### src/rtl/poly_note_gen_pkg.sv
// Shared constants and helpers for the polyphonic note generator.
// Pitch table holds octave-2 half-period counts at a 50 MHz clock.
package poly_note_pkg;

  localparam int BASE_W = 20;

  // round(50e6 / (2 * f)) for C2..B2
  localparam logic [BASE_W-1:0] BASE_HALF_PERIOD [0:11] = '{
    20'd382219, 20'd360773, 20'd340524, 20'd321412,
    20'd303373, 20'd286346, 20'd270274, 20'd255105,
    20'd240787, 20'd227273, 20'd214517, 20'd202477
  };

  // Note indices at or above this value are timed rests
  localparam logic [3:0] NOTE_REST = 4'd12;

  // Highest octave field honoured; larger requests clamp here
  localparam logic [2:0] MAX_OCT = 3'd5;

  typedef enum logic {
    CH_IDLE = 1'b0,
    CH_PLAY = 1'b1
  } ch_state_t;

  function automatic logic [BASE_W-1:0] base_half_period(input logic [3:0] note);
    if (note < NOTE_REST) return BASE_HALF_PERIOD[note];
    return BASE_HALF_PERIOD[0];
  endfunction

  function automatic logic [2:0] clamp_octave(input logic [2:0] oct);
    return (oct > MAX_OCT) ? MAX_OCT : oct;
  endfunction

endpackage

### src/rtl/poly_note_gen_if.sv
// Control/status bundle between the sequencer and the tone generator.
// master = sequencer side, slave = generator side.
interface poly_note_gen_if #(
  parameter int NUM_CH = 4,
  parameter int DUR_W  = 16
);
  localparam int MIX_W = $clog2(NUM_CH + 1);

  logic [4*NUM_CH-1:0]     note_idx;
  logic [3*NUM_CH-1:0]     octave;
  logic [DUR_W*NUM_CH-1:0] duration;
  logic [NUM_CH-1:0]       start;
  logic [NUM_CH-1:0]       stop;
  logic [NUM_CH-1:0]       busy;
  logic [NUM_CH-1:0]       done;
  logic [NUM_CH-1:0]       audio_out;
  logic [MIX_W-1:0]        audio_mix;

  modport master (
    output note_idx, octave, duration, start, stop,
    input  busy, done, audio_out, audio_mix
  );

  modport slave (
    input  note_idx, octave, duration, start, stop,
    output busy, done, audio_out, audio_mix
  );

endinterface

### src/rtl/poly_note_gen_channel.sv
// One tone channel: IDLE/PLAY state, half-period phase counter and
// millisecond countdown. Pitch and rest flag arrive precomputed.
module note_channel
  import poly_note_pkg::*;
#(
  parameter int PER_W      = 20,
  parameter int DUR_W      = 16,
  parameter bit IDLE_LEVEL = 1'b1
) (
  input  logic             clk,
  input  logic             reset,
  input  logic             tick,
  input  logic             start,
  input  logic             stop,
  input  logic             rest_in,
  input  logic [PER_W-1:0] half_period_in,
  input  logic [DUR_W-1:0] duration_in,
  output logic             busy,
  output logic             done,
  output logic             audio,
  output logic             sounding
);

  ch_state_t        state;
  logic [PER_W-1:0] phase_cnt;
  logic [PER_W-1:0] half_period;
  logic [DUR_W-1:0] ms_cnt;
  logic             rest;

  // Channel FSM: start (re)latches everything and wins over stop; a
  // timed note ends on the tick that would take the countdown to zero.
  always_ff @(posedge clk or negedge reset) begin
    if (!reset) begin
      state       <= CH_IDLE;
      phase_cnt   <= '0;
      half_period <= '0;
      ms_cnt      <= '0;
      rest        <= 1'b0;
      audio       <= IDLE_LEVEL;
      done        <= 1'b0;
    end else begin
      done <= 1'b0;
      if (start) begin
        state       <= CH_PLAY;
        phase_cnt   <= '0;
        half_period <= half_period_in;
        ms_cnt      <= duration_in;
        rest        <= rest_in;
        audio       <= rest_in ? IDLE_LEVEL : 1'b1;
      end else if (state == CH_PLAY) begin
        if (stop) begin
          state     <= CH_IDLE;
          phase_cnt <= '0;
          audio     <= IDLE_LEVEL;
        end else if (tick && ms_cnt == DUR_W'(1)) begin
          state     <= CH_IDLE;
          phase_cnt <= '0;
          ms_cnt    <= '0;
          done      <= 1'b1;
          audio     <= IDLE_LEVEL;
        end else begin
          if (tick && ms_cnt != '0) ms_cnt <= ms_cnt - 1'b1;
          if (phase_cnt == half_period - 1'b1) begin
            phase_cnt <= '0;
            if (!rest) audio <= ~audio;
          end else begin
            phase_cnt <= phase_cnt + 1'b1;
          end
        end
      end
    end
  end

  assign busy     = (state == CH_PLAY);
  assign sounding = busy & ~rest & audio;

endmodule

### src/rtl/poly_note_gen.sv
// Multi-channel square-wave tone generator. Owns the shared ms
// prescaler, the per-channel pitch lookup and the registered mix count.
module poly_note_gen
  import poly_note_pkg::*;
#(
  parameter int CLK_FREQ   = 50_000_000,
  parameter int NUM_CH     = 4,
  parameter int PER_W      = 20,
  parameter int DUR_W      = 16,
  parameter bit IDLE_LEVEL = 1'b1
) (
  input  logic           clk,
  input  logic           reset,
  poly_note_gen_if.slave bus
);

  localparam int TICK_DIV = CLK_FREQ / 1000;
  localparam int TICK_W   = (TICK_DIV > 1) ? $clog2(TICK_DIV) : 1;
  localparam int MIX_W    = $clog2(NUM_CH + 1);

  logic [TICK_W-1:0] tick_cnt;
  logic              tick;
  logic [NUM_CH-1:0] busy_w;
  logic [NUM_CH-1:0] done_w;
  logic [NUM_CH-1:0] audio_w;
  logic [NUM_CH-1:0] sounding_w;
  logic [MIX_W-1:0]  mix_d;
  logic [MIX_W-1:0]  mix_p1;

  assign tick = (tick_cnt == TICK_W'(TICK_DIV - 1));

  // Free-running millisecond prescaler shared by every channel
  always_ff @(posedge clk or negedge reset) begin
    if (!reset)    tick_cnt <= '0;
    else if (tick) tick_cnt <= '0;
    else           tick_cnt <= tick_cnt + 1'b1;
  end

  for (genvar i = 0; i < NUM_CH; i++) begin : g_ch
    logic [3:0]       note;
    logic [2:0]       oct;
    logic             rest;
    logic [PER_W-1:0] hp;

    assign note = bus.note_idx[4*i +: 4];
    assign oct  = bus.octave[3*i +: 3];
    assign rest = (note >= NOTE_REST);
    assign hp   = PER_W'(base_half_period(note) >> clamp_octave(oct));

    note_channel #(
      .PER_W      (PER_W),
      .DUR_W      (DUR_W),
      .IDLE_LEVEL (IDLE_LEVEL)
    ) u_ch (
      .clk            (clk),
      .reset          (reset),
      .tick           (tick),
      .start          (bus.start[i]),
      .stop           (bus.stop[i]),
      .rest_in        (rest),
      .half_period_in (hp),
      .duration_in    (bus.duration[DUR_W*i +: DUR_W]),
      .busy           (busy_w[i]),
      .done           (done_w[i]),
      .audio          (audio_w[i]),
      .sounding       (sounding_w[i])
    );
  end

  // Count channels currently driving a high tone level
  always_comb begin
    mix_d = '0;
    for (int i = 0; i < NUM_CH; i++) mix_d = mix_d + MIX_W'(sounding_w[i]);
  end

  // Mix output register, one cycle behind the channel outputs
  always_ff @(posedge clk or negedge reset) begin
    if (!reset) mix_p1 <= '0;
    else        mix_p1 <= mix_d;
  end

  assign bus.busy      = busy_w;
  assign bus.done      = done_w;
  assign bus.audio_out = audio_w;
  assign bus.audio_mix = mix_p1;

endmodule
### src/flat_wrapper.sv
// flat-port wrapper written by rule: the top's interface ports become plain ports
module poly_note_gen_flat import poly_note_pkg::*;
#(
  parameter int CLK_FREQ   = 50_000_000,
  parameter int NUM_CH     = 4,
  parameter int PER_W      = 20,
  parameter int DUR_W      = 16,
  parameter bit IDLE_LEVEL = 1'b1
)
  (clk, reset, bus_note_idx, bus_octave, bus_duration, bus_start, bus_stop, bus_busy, bus_done, bus_audio_out, bus_audio_mix);
  poly_note_gen_if #(.NUM_CH(NUM_CH), .DUR_W(DUR_W)) bus_i ();
  input  logic clk;
  input  logic reset;
  input wire logic [$bits(bus_i.note_idx)-1:0] bus_note_idx;
  input wire logic [$bits(bus_i.octave)-1:0] bus_octave;
  input wire logic [$bits(bus_i.duration)-1:0] bus_duration;
  input wire logic [$bits(bus_i.start)-1:0] bus_start;
  input wire logic [$bits(bus_i.stop)-1:0] bus_stop;
  output wire logic [$bits(bus_i.busy)-1:0] bus_busy;
  output wire logic [$bits(bus_i.done)-1:0] bus_done;
  output wire logic [$bits(bus_i.audio_out)-1:0] bus_audio_out;
  output wire logic [$bits(bus_i.audio_mix)-1:0] bus_audio_mix;
  assign bus_i.note_idx = bus_note_idx;
  assign bus_i.octave = bus_octave;
  assign bus_i.duration = bus_duration;
  assign bus_i.start = bus_start;
  assign bus_i.stop = bus_stop;
  assign bus_busy = bus_i.busy;
  assign bus_done = bus_i.done;
  assign bus_audio_out = bus_i.audio_out;
  assign bus_audio_mix = bus_i.audio_mix;
  poly_note_gen #(.CLK_FREQ(CLK_FREQ), .NUM_CH(NUM_CH), .PER_W(PER_W), .DUR_W(DUR_W), .IDLE_LEVEL(IDLE_LEVEL)) u_core (.clk(clk), .reset(reset), .bus(bus_i));
endmodule
### config.mk
export PLATFORM = sky130hd
export DESIGN_NAME = poly_note_gen_flat
export DESIGN_NICKNAME = d
export VERILOG_FILES = /design/src/rtl/poly_note_gen_pkg.sv /design/src/rtl/poly_note_gen_if.sv /design/src/rtl/poly_note_gen_channel.sv /design/src/rtl/poly_note_gen.sv /design/src/flat_wrapper.sv
export SDC_FILE = /design/constraint.sdc
export NUM_CORES = 1
export LEC_CHECK = 0
export CAP_MARGIN = 5
export CORE_UTILIZATION = 35
export DETAILED_ROUTE_END_ITERATION = 8
export RECOVER_POWER = 50
export SLEW_MARGIN = 25
export SYNTH_ARGS = -nofsm -noshare
export SYNTH_HDL_FRONTEND = slang
export SYNTH_SLANG_ARGS = --single-unit
### constraint.sdc
create_clock -name clk -period 5.5 [get_ports clk]
set_input_delay 0.825 -clock clk [delete_from_list [all_inputs] [get_ports clk]]
set_output_delay 0.825 -clock clk [all_outputs]
set_load 0.02 [all_outputs]
==> impl_metrics.ini, run 1 <==
[status]
run_status = finished, violations left
failing_checks = max-capacitance violations, max-slew violations

[pwr]
power.combinational.fraction_pct = 19.4
power.clock.fraction_pct = 41.8
pwr-share-seq_pct = 38.7
ir_drop_mv = 0.161
static_power_due_to_leakage_nw = 8.81
p_per_area_mw_per_mm2 = 258
cell_internal_pwr_mw = 3.97
power_switching_share_pct = 30.1
net-switching-power_mw = 1.71
design_power_total_mw = 5.68

[cells_and_area]
final_common_cell = sky130_fd_sc_hd__nand2_1
fraction_of_layout_cells_with_a_size_suffix_above_1_pct = 6.67
antenna-diode-count = 0
ff_latch_area_mm2 = 0.00639
layout.cells.most_common_list = sky130_fd_sc_hd__nand2_1, sky130_fd_sc_hd__nor2_1, sky130_fd_sc_hd__dfrtp_1
area_growth_from_synthesis_to_final_layout_pct = 13.6
final_net_count = 2638
multi_input_gate_area_mm2 = 0.0120
num-fill-cells = 5515

[routing]
drc_errors = 0
drt_wl_total_mm = 50.8
avgViaCountPerCell = 5.57
total_via_count_after_detailed_routing = 17903
post_drt_wl_per_cell_um = 15.8
antenna_violating_nets_post_route = 0
detailedRoute.firstIterationViolations = 1247
detail_route.first_pass.iterations = 5

[sta]
fin_crit_ns = 4.00
pins_over_slew_limit = 180
setup_viol_count_final = 0
relative_slew_margins_pct = -99.5
grt_setup_unrepaired = no
max_slew.worst_pin.slew_ns = 2.99
fin_skew_ns = 0.0194
sum_neg_setup_slack_ns = 0
hold_viol_final = 0
period_share_pct = 72.8
fmaxAchievable_mhz = 250

[synthesis]
ys_top_cells_by_area = sky130_fd_sc_hd__dfrtp_1, sky130_fd_sc_hd__o21ai_0, sky130_fd_sc_hd__nand2_1
synth_nets = 2634
synth.avg_cell_area_um2 = 7.77
post-synth-top-area-cell = sky130_fd_sc_hd__dfrtp_1
area_of_the_mapped_netlist_mm2 = 0.0194
yosysSeqAreaShare_pct = 33.0
synth.ff_latch_count = 255
synth_edf_count = 0
yosys.area.top_type_share_pct = 32.4
async_reset_ff_share_pct = 100
synthesis.instances = 2492
synth-main-ff-cell = sky130_fd_sc_hd__dfrtp_1
ys_warn_count = 0
post_synth_num_cell_types = 88

[min_path]
min_from = u_core.tick_cnt[0]
worst_hold_path_type = reg2reg

[critical_path]
critical_path_maximum_fanout = 70
critical_path_class = in2reg
end_kind = flip-flop
reg2reg_slack_ns = 1.83
worst-endpoint-arrival_ns = 4.40
crit_path_start = bus_start[1]
worst-endpoint-required_ns = 5.90
setup.worst_path.start_class = input port
origin_of_the_critical_flop_to_flop_path = u_core.g_ch[2].u_ch.half_period[2]

[clocking]
cts_setup_buffers = 0
clk_transition_reported_paths_ns = 0.06
clock_tree.root_cell = sky130_fd_sc_hd__clkbuf_16
cts_tree = yes
clock_sink_count = 255
cts-htree-levels = 2
post_cts_hold_buffer_count = 0
clock_tree.buffer_depth = 3
cts_inserted_buffers = 34
clock_latency_ns = 0.54
post_cts_resized = 0

[die]
die_y_um = 237
coreArea_mm2 = 0.0542
floorplan.rows = 85
die-area_mm2 = 0.0563
die_width_um = 237
num_io_pins = 117
initial_core_util_pct = 35.7

[global_route]
antenna_violations_before_repair = 2
maximum_number_of_pins_on_one_net_before_global_route_repair = 118
grt_pass1_wl_mm = 84.3
track_usage_pct = 17.8
number_of_global_route_vias_before_repair = 16598
total_grt_overflow = 0

[place]
port-buffer-count = 116
dp_hpwl_mm = 36.2
globalplace.congestion = 0.865

[flow_run]
timing.max_cap.violations = 2
state kept, by name (all words and copies together), names as in the netlist:
signal / count
u_core.g_ch.u_ch.phase_cnt: 80
u_core.g_ch.u_ch.rest: 4
u_core.g_ch.u_ch.busy: 4
u_core.g_ch.u_ch.ms_cnt: 64
u_core.bus.audio_mix: 3
u_core.g_ch.u_ch.half_period: 76
u_core.g_ch.u_ch.audio: 4
u_core.tick_cnt: 16
u_core.g_ch.u_ch.done: 4
through the flow:
stage	worst slack (ns)	hold WS, ns	utilization, %	cells	cell area [um2]
after floorplan	2.50	0.455	-	2492	19400
after global placement	1.72	0.477	38.4	3156	20800
after detailed placement	1.67	0.484	38.4	3156	20800
after CTS	1.81	0.389	40.6	3216	22000
after global routing	1.02	0.527	40.6	3216	22000
final	1.50	0.489	40.6	3216	22000
synthesized netlist by cell type (15+ instances only):
cell                         n
sky130_fd_sc_hd__a22oi_1    29
sky130_fd_sc_hd__a211oi_1   24
sky130_fd_sc_hd__a21oi_1   153
sky130_fd_sc_hd__inv_1      89
sky130_fd_sc_hd__o22ai_1    21
sky130_fd_sc_hd__or3_1      15
sky130_fd_sc_hd__nor3_1    109
sky130_fd_sc_hd__and3_1     35
sky130_fd_sc_hd__mux2i_1    46
sky130_fd_sc_hd__a31oi_1    15
sky130_fd_sc_hd__nor4_1     31
sky130_fd_sc_hd__nand2b_1   32
sky130_fd_sc_hd__buf_1      16
sky130_fd_sc_hd__o211ai_1   30
sky130_fd_sc_hd__nor2b_1    24
sky130_fd_sc_hd__nand2_1   296
sky130_fd_sc_hd__o21ai_0   238
sky130_fd_sc_hd__clkbuf_1  129
sky130_fd_sc_hd__dfrtp_1   251
sky130_fd_sc_hd__xor2_1     89
sky130_fd_sc_hd__nand3_1    77
sky130_fd_sc_hd__nand4_1    48
sky130_fd_sc_hd__nor2_1    266
sky130_fd_sc_hd__ha_1       39
sky130_fd_sc_hd__mux2_2     34
sky130_fd_sc_hd__xnor2_1    96
layer usage:
| metal | share of wire [%] | up-vias | GRT usage (%) |
|---|---|---|---|
| li1 | - | 8881 | - |
| met3 | 4.7 | 63 | 2.35 |
| met5 | 0.053 | - | 0 |
| met2 | 45 | 410 | 28.1 |
| met4 | 1.9 | 4 | 4.87 |
| met1 | 48 | 8545 | 25.2 |
critical path, cell delays in order:
cell and delay, ns:
sky130_fd_sc_hd__buf_2 0.07, sky130_fd_sc_hd__clkbuf_1 1.94, sky130_fd_sc_hd__or2_2 0.44, sky130_fd_sc_hd__nand4_1 0.26
sky130_fd_sc_hd__nor3_1 0.45, sky130_fd_sc_hd__nand3_1 0.15, sky130_fd_sc_hd__xor2_1 0.19, sky130_fd_sc_hd__nor2_2 0.05
cells by family (layout without fill, tap and decap cells):
kind of cell / after synthesis / after routing / share of synthesized area, %
AOI/OAI and AO/OA: 642 / 642 / 20.3
xor gates and xnor gates: 185 / 185 / 8.36
adders and majority gates: 40 / 40 / 2.62
buffers and inverters: 258 / 286 / 5.39
DFF: 255 / 255 / 33.0
muxes: 80 / 80 / 4.35
and+or+nand+nor: 1032 / 1032 / 26.0
final timing paths:
kind,to,depth (start not counted)
max,u_core.g_ch[1].u_ch.phase_cnt[18],8
min,u_core.tick_cnt[0],1
max reg2reg,u_core.g_ch[2].u_ch.phase_cnt[18],8
min reg2reg,u_core.tick_cnt[0],1
max in group asynchronous,u_core.g_ch[1].u_ch.half_period[2],1
min in group asynchronous,u_core.g_ch[3].u_ch.ms_cnt[12],1
power by group through the flow:
stage,logic (mW),registers (mW),clock network (mW)
floorplan,0.803,2.17,0
CTS,1.11,2.19,2.45
finish,1.10,2.20,2.37
global route,1.24,2.22,2.52
detailed placement,1.10,2.23,0
global placement,1.08,2.22,0
cell type report:
cell class / count / area share [%]
clock buffers: 45 / 4.47
clock inverters: 15 / 0.967
inverters: 91 / 1.55
multi-input cells: 1979 / 54.4
flip-flops and latches: 255 / 29.0
well taps: 696 / 3.96
repair buffers: 135 / 5.65
Note: power is estimated with default switching activity, not from simulation.
==> run 2: changes to the inputs <==
Clock period 5.5 ns to 3.21 ns, I/O delays scaled along.
==> impl_metrics.ini, run 2 (synthesized netlist as in run 1, its figures left out) <==
[status]
run_status = finished, violations left
failing_checks = max-capacitance violations, max-slew violations

[cells_and_area]
final_common_cell = sky130_fd_sc_hd__nand2_1
ff_latch_area_mm2 = 0.00639
fin_util_pct = 41.7
fraction_of_layout_cells_with_a_size_suffix_above_1_pct = 9.38
area_growth_from_synthesis_to_final_layout_pct = 16.7
num-fill-cells = 5545
largest-register = u_core.g_ch.u_ch.phase_cnt
largest_registers = u_core.g_ch.u_ch.phase_cnt (80), u_core.g_ch.u_ch.half_period (76), u_core.g_ch.u_ch.ms_cnt (64)
largest_register_ffs = 80
antenna-diode-count = 0
multi_input_gate_area_mm2 = 0.0120
layout.cells.most_common_list = sky130_fd_sc_hd__nand2_1, sky130_fd_sc_hd__nor2_1, sky130_fd_sc_hd__dfrtp_1
final_net_count = 2718

[critical_path]
reg2reg_slack_ns = 0.16
setup.worst_path.start_class = flip-flop
critical_path_maximum_fanout = 16
critical_path_class = reg2reg
worst-endpoint-arrival_ns = 3.51
end_kind = flip-flop
worst-endpoint-required_ns = 3.67

[routing]
detail_route.first_pass.iterations = 7
total_via_count_after_detailed_routing = 18110
post_drt_wl_per_cell_um = 15.8
drc_errors = 0
detailedRoute.firstIterationViolations = 1282
antenna_violating_nets_post_route = 0
drt_wl_total_mm = 52.1
avgViaCountPerCell = 5.49

[clocking]
cts_inserted_buffers = 31
cts-htree-levels = 1
clock_tree.root_cell = sky130_fd_sc_hd__clkbuf_16
clk_transition_reported_paths_ns = 0.06
clock_tree.buffer_depth = 3
clock_sink_count = 255
clock_latency_ns = 0.59
cts_tree = yes

[sta]
finalHoldWorstSlack_ns = 0.223
sum_neg_setup_slack_ns = 0
period_share_pct = 95.0
setup_viol_count_final = 0
pins_over_slew_limit = 79
fmaxAchievable_mhz = 328
relative_slew_margins_pct = -50.7
fin_skew_ns = 0.0210
hold_viol_final = 0
fin_crit_ns = 3.05
max_slew.worst_pin.slew_ns = 2.26

[pwr]
static_power_due_to_leakage_nw = 9.18
p_per_area_mw_per_mm2 = 415
ir_drop_mv = 0.405

[global_route]
track_usage_pct = 18.3
antenna_violations_before_repair = 2
total_grt_overflow = 0
maximum_number_of_pins_on_one_net_before_global_route_repair = 81
number_of_global_route_vias_before_repair = 17204
grt_pass1_wl_mm = 87.2

[flow_run]
timing.max_cap.violations = 1

[die]
floorplan.rows = 85
die-area_mm2 = 0.0563
num_io_pins = 117
die_y_um = 237
die_width_um = 237
coreArea_mm2 = 0.0542
initial_core_util_pct = 35.7

[min_path]
worst_hold_path_type = in2reg

[place]
port-buffer-count = 116
dp_hpwl_mm = 38.4
globalplace.congestion = 0.864
-- run 2: area by class of cell --
cell class,count,area share [%]
multi-input cells,1979,53.0
flip-flops and latches,255,28.3
repair buffers,218,8.69
clock buffers,46,4.17
well taps,696,3.85
inverters,91,1.51
clock inverters,12,0.542
-- run 2: stage by stage --
stage	std cells	power, mW	instance area, um2	setup slack (ns)
after detailed placement	3232	5.81	21500	0.0399
final	3297	9.39	22600	0.161
after floorplan	2492	5.10	19400	0.214
after CTS	3291	9.51	22600	0.0114
after global routing	3297	9.93	22600	-0.0104
after global placement	3232	5.76	21500	0.130
-- run 2: worst paths after layout --
kind                                                         start                                to  cells past startpoint
worst min register to register                  u_core.tick_cnt[0]                u_core.tick_cnt[0]                      1
worst max register to register  u_core.g_ch[1].u_ch.half_period[1]  u_core.g_ch[1].u_ch.phase_cnt[6]                     11
worst max-delay path            u_core.g_ch[1].u_ch.half_period[1]  u_core.g_ch[1].u_ch.phase_cnt[6]                     11
worst min-delay path                                  bus_start[1]          u_core.g_ch[1].u_ch.done                      2
max in group asynchronous                                    reset         u_core.g_ch[3].u_ch.audio                      3
min in group asynchronous                                    reset          u_core.g_ch[3].u_ch.rest                      2
-- run 2: repair_timing --
action | CTS | global route
hold buffers | 1 | 0
hold endpoints to repair | 72 | 0
resized for setup | 0 | 7
buffers inserted | 0 | 6
endpoints found under the setup margin | 0 | 76
-- run 2: routing by layer --
layer  share of wire (%)  up-vias  global-route usage (%)
met1                  48     8641                    25.6
met5               0.025        -                       0
met4                 2.0        2                    4.24
li1                    -     9027                       -
met3                 4.0       59                    2.03
met2                  46      381                    30.2
-- run 2: worst max-delay path: stages, from the launching register on --
cell,delay [ns]
sky130_fd_sc_hd__dfrtp_1,0.41
sky130_fd_sc_hd__inv_1,0.10
sky130_fd_sc_hd__ha_2,0.21
sky130_fd_sc_hd__nor4b_4,0.33
sky130_fd_sc_hd__nand3_2,0.17
sky130_fd_sc_hd__mux2i_1,0.15
sky130_fd_sc_hd__or3b_2,0.48
sky130_fd_sc_hd__a22oi_1,0.16
sky130_fd_sc_hd__or4b_4,0.52
sky130_fd_sc_hd__a21oi_4,0.19
sky130_fd_sc_hd__buf_12,0.16
sky130_fd_sc_hd__nor2_1,0.06
-- run 2: where the power goes --
part | total, mW | leakage, nW | internal (mW) | switching [mW]
clock network | 3.63 | 0.527 | 2.18 | 1.45
registers | 3.76 | 3.23 | 3.44 | 0.318
logic | 2.00 | 5.42 | 0.881 | 1.12
==> run 3: changes to the inputs <==
Settings changed: CORE_UTILIZATION 35 to 55, PLACE_DENSITY set to 0.78.
==> impl_metrics.ini, run 3 (synthesized netlist as in run 1, its figures left out) <==
[sta]
grt_setup_unrepaired = no
fin_crit_ns = 3.03
fin_skew_ns = 0.00942
setup_viol_count_final = 0
fmaxAchievable_mhz = 330
max_slew.worst_pin.slew_ns = 2.88
hold_viol_final = 0
period_share_pct = 94.3
relative_slew_margins_pct = -91.9
pins_over_slew_limit = 110
sum_neg_setup_slack_ns = 0
finalHoldWorstSlack_ns = 0.299

[global_route]
antenna_violations_before_repair = 0
number_of_global_route_vias_before_repair = 17614
track_usage_pct = 27.6
grt_pass1_wl_mm = 84.2
maximum_number_of_pins_on_one_net_before_global_route_repair = 111
total_grt_overflow = 0

[routing]
drt_wl_total_mm = 49.7
drc_errors = 0
post_drt_wl_per_cell_um = 16.3
total_via_count_after_detailed_routing = 18361
antenna_violating_nets_post_route = 0
detailedRoute.firstIterationViolations = 1171
detail_route.first_pass.iterations = 5
avgViaCountPerCell = 6.03

[cells_and_area]
final_net_count = 2709
area_growth_from_synthesis_to_final_layout_pct = 15.1
largest_registers = u_core.g_ch.u_ch.phase_cnt (80), u_core.g_ch.u_ch.half_period (76), u_core.g_ch.u_ch.ms_cnt (64)
largest-register = u_core.g_ch.u_ch.phase_cnt
post-route-cell-area_mm2 = 0.0223
num-fill-cells = 3020
multi_input_gate_area_mm2 = 0.0120
ff_latch_area_mm2 = 0.00639
layout.cells.most_common_list = sky130_fd_sc_hd__nand2_1, sky130_fd_sc_hd__nor2_1, sky130_fd_sc_hd__dfrtp_1
final_common_cell = sky130_fd_sc_hd__nand2_1
antenna-diode-count = 0
largest_register_ffs = 80
fraction_of_layout_cells_with_a_size_suffix_above_1_pct = 8.87

[pwr]
ir_drop_mv = 0.443
design_power_total_mw = 9.60
p_per_area_mw_per_mm2 = 431
static_power_due_to_leakage_nw = 9.16

[clocking]
clock_tree.buffer_depth = 3
post_cts_hold_buffer_count = 0
clock_latency_ns = 0.57
cts_inserted_buffers = 31
cts-htree-levels = 1
clock_tree.root_cell = sky130_fd_sc_hd__clkbuf_16
clock_sink_count = 255
cts_tree = yes
clk_transition_reported_paths_ns = 0.06

[flow_run]
timing.max_cap.violations = 1

[place]
placed_area_mm2 = 0.0211
port-buffer-count = 116
dp_hpwl_mm = 36.0
globalplace.congestion = 0.899

[critical_path]
setup.worst_path.start_class = flip-flop
worst-endpoint-required_ns = 3.66
end_kind = flip-flop
worst-endpoint-arrival_ns = 3.47
critical_path_maximum_fanout = 16
critical_path_class = reg2reg
crit_path_start = u_core.g_ch[1].u_ch.half_period[1]
origin_of_the_critical_flop_to_flop_path = u_core.g_ch[1].u_ch.half_period[1]

[die]
die_width_um = 190
floorplan.rows = 68
initial_core_util_pct = 56.0
die-area_mm2 = 0.0360
num_io_pins = 117
coreArea_mm2 = 0.0346
die_y_um = 190

[min_path]
min_from = bus_start[0]
worst_hold_path_type = in2reg

[status]
run_status = finished, violations left
failing_checks = max-capacitance violations, max-slew violations
## run 3: cell count changes in the layout (fill, tap and decap cells not counted), sizes merged
| cell | before | now |
|---|---|---|
| buf | 99 | 91 |
| bufinv | 2 | 6 |
| clkbuf | 53 | 52 |
| clkdlybuf4s50 | 108 | 111 |
| clkinv | 9 | 7 |
| clkinvlp | 2 | 1 |
| dlygate4sd3 | 4 | 0 |
## run 3: cell type report
cell class / count / share of cell area, %
repair buffers: 209 / 8.46
clock inverters: 13 / 0.993
multi-input cells: 1979 / 53.7
flip-flops and latches: 255 / 28.6
clock buffers: 45 / 4.07
inverters: 91 / 1.53
well taps: 455 / 2.55
## run 3: worst max-delay path: stages, from the launching register on
cell and delay [ns]:
sky130_fd_sc_hd__dfrtp_1 0.38, sky130_fd_sc_hd__inv_1 0.08, sky130_fd_sc_hd__ha_2 0.21, sky130_fd_sc_hd__nor4b_4 0.27, sky130_fd_sc_hd__buf_4 0.19, sky130_fd_sc_hd__nand2_1 0.09, sky130_fd_sc_hd__or4_1 0.50, sky130_fd_sc_hd__o22ai_2 0.14
sky130_fd_sc_hd__a21oi_2 0.07, sky130_fd_sc_hd__or4b_4 0.58, sky130_fd_sc_hd__a21oi_4 0.18, sky130_fd_sc_hd__buf_12 0.16, sky130_fd_sc_hd__nor2_1 0.06
## run 3: where the power goes
part           internal (mW)  switching [mW]  total [mW]
logic                  0.869            1.12        1.99
clock network           2.43            1.42        3.85
registers               3.44           0.326        3.77
total                   6.74            2.86        9.60
## run 3: routing by layer
| metal | up-vias | part of all wire (%) | wire [um] | global-route usage (%) |
|---|---|---|---|---|
| met5 | - | 0 | 0 | 0 |
| met4 | 0 | 2.0 | 997 | 6.85 |
| met3 | 75 | 5.3 | 2660 | 2.77 |
| met2 | 555 | 47 | 23400 | 45.8 |
| met1 | 8721 | 46 | 22700 | 38.6 |
| li1 | 9010 | - | - | - |
## run 3: timing repair
| action | CTS | global route |
|---|---|---|
| setup endpoints to repair | 5 | 49 |
| resized for setup | 0 | 7 |
| buffers inserted | 2 | 2 |
| cloned | 0 | 0 |
## run 3: worst paths after layout
check	to	slack [ns]	cells past startpoint
max	u_core.g_ch[1].u_ch.phase_cnt[15]	0.18	12
min	u_core.g_ch[0].u_ch.phase_cnt[2]	0.30	4
max reg2reg	u_core.g_ch[1].u_ch.phase_cnt[15]	0.18	12
min reg2reg	u_core.tick_cnt[0]	0.49	1
max in group asynchronous	u_core.g_ch[0].u_ch.phase_cnt[13]	0.54	2
min in group asynchronous	u_core.g_ch[3].u_ch.done	0.81	1
## run 3: per-stage QoR
stage	setup slack, ns	cells	utilization (%)
finish	0.184	3047	64.4
global route	0.00634	3047	64.4
CTS	0.0921	3045	64.3
detailed placement	0.0160	2985	61.0
global placement	0.121	2985	61.0
floorplan	0.214	2492	-
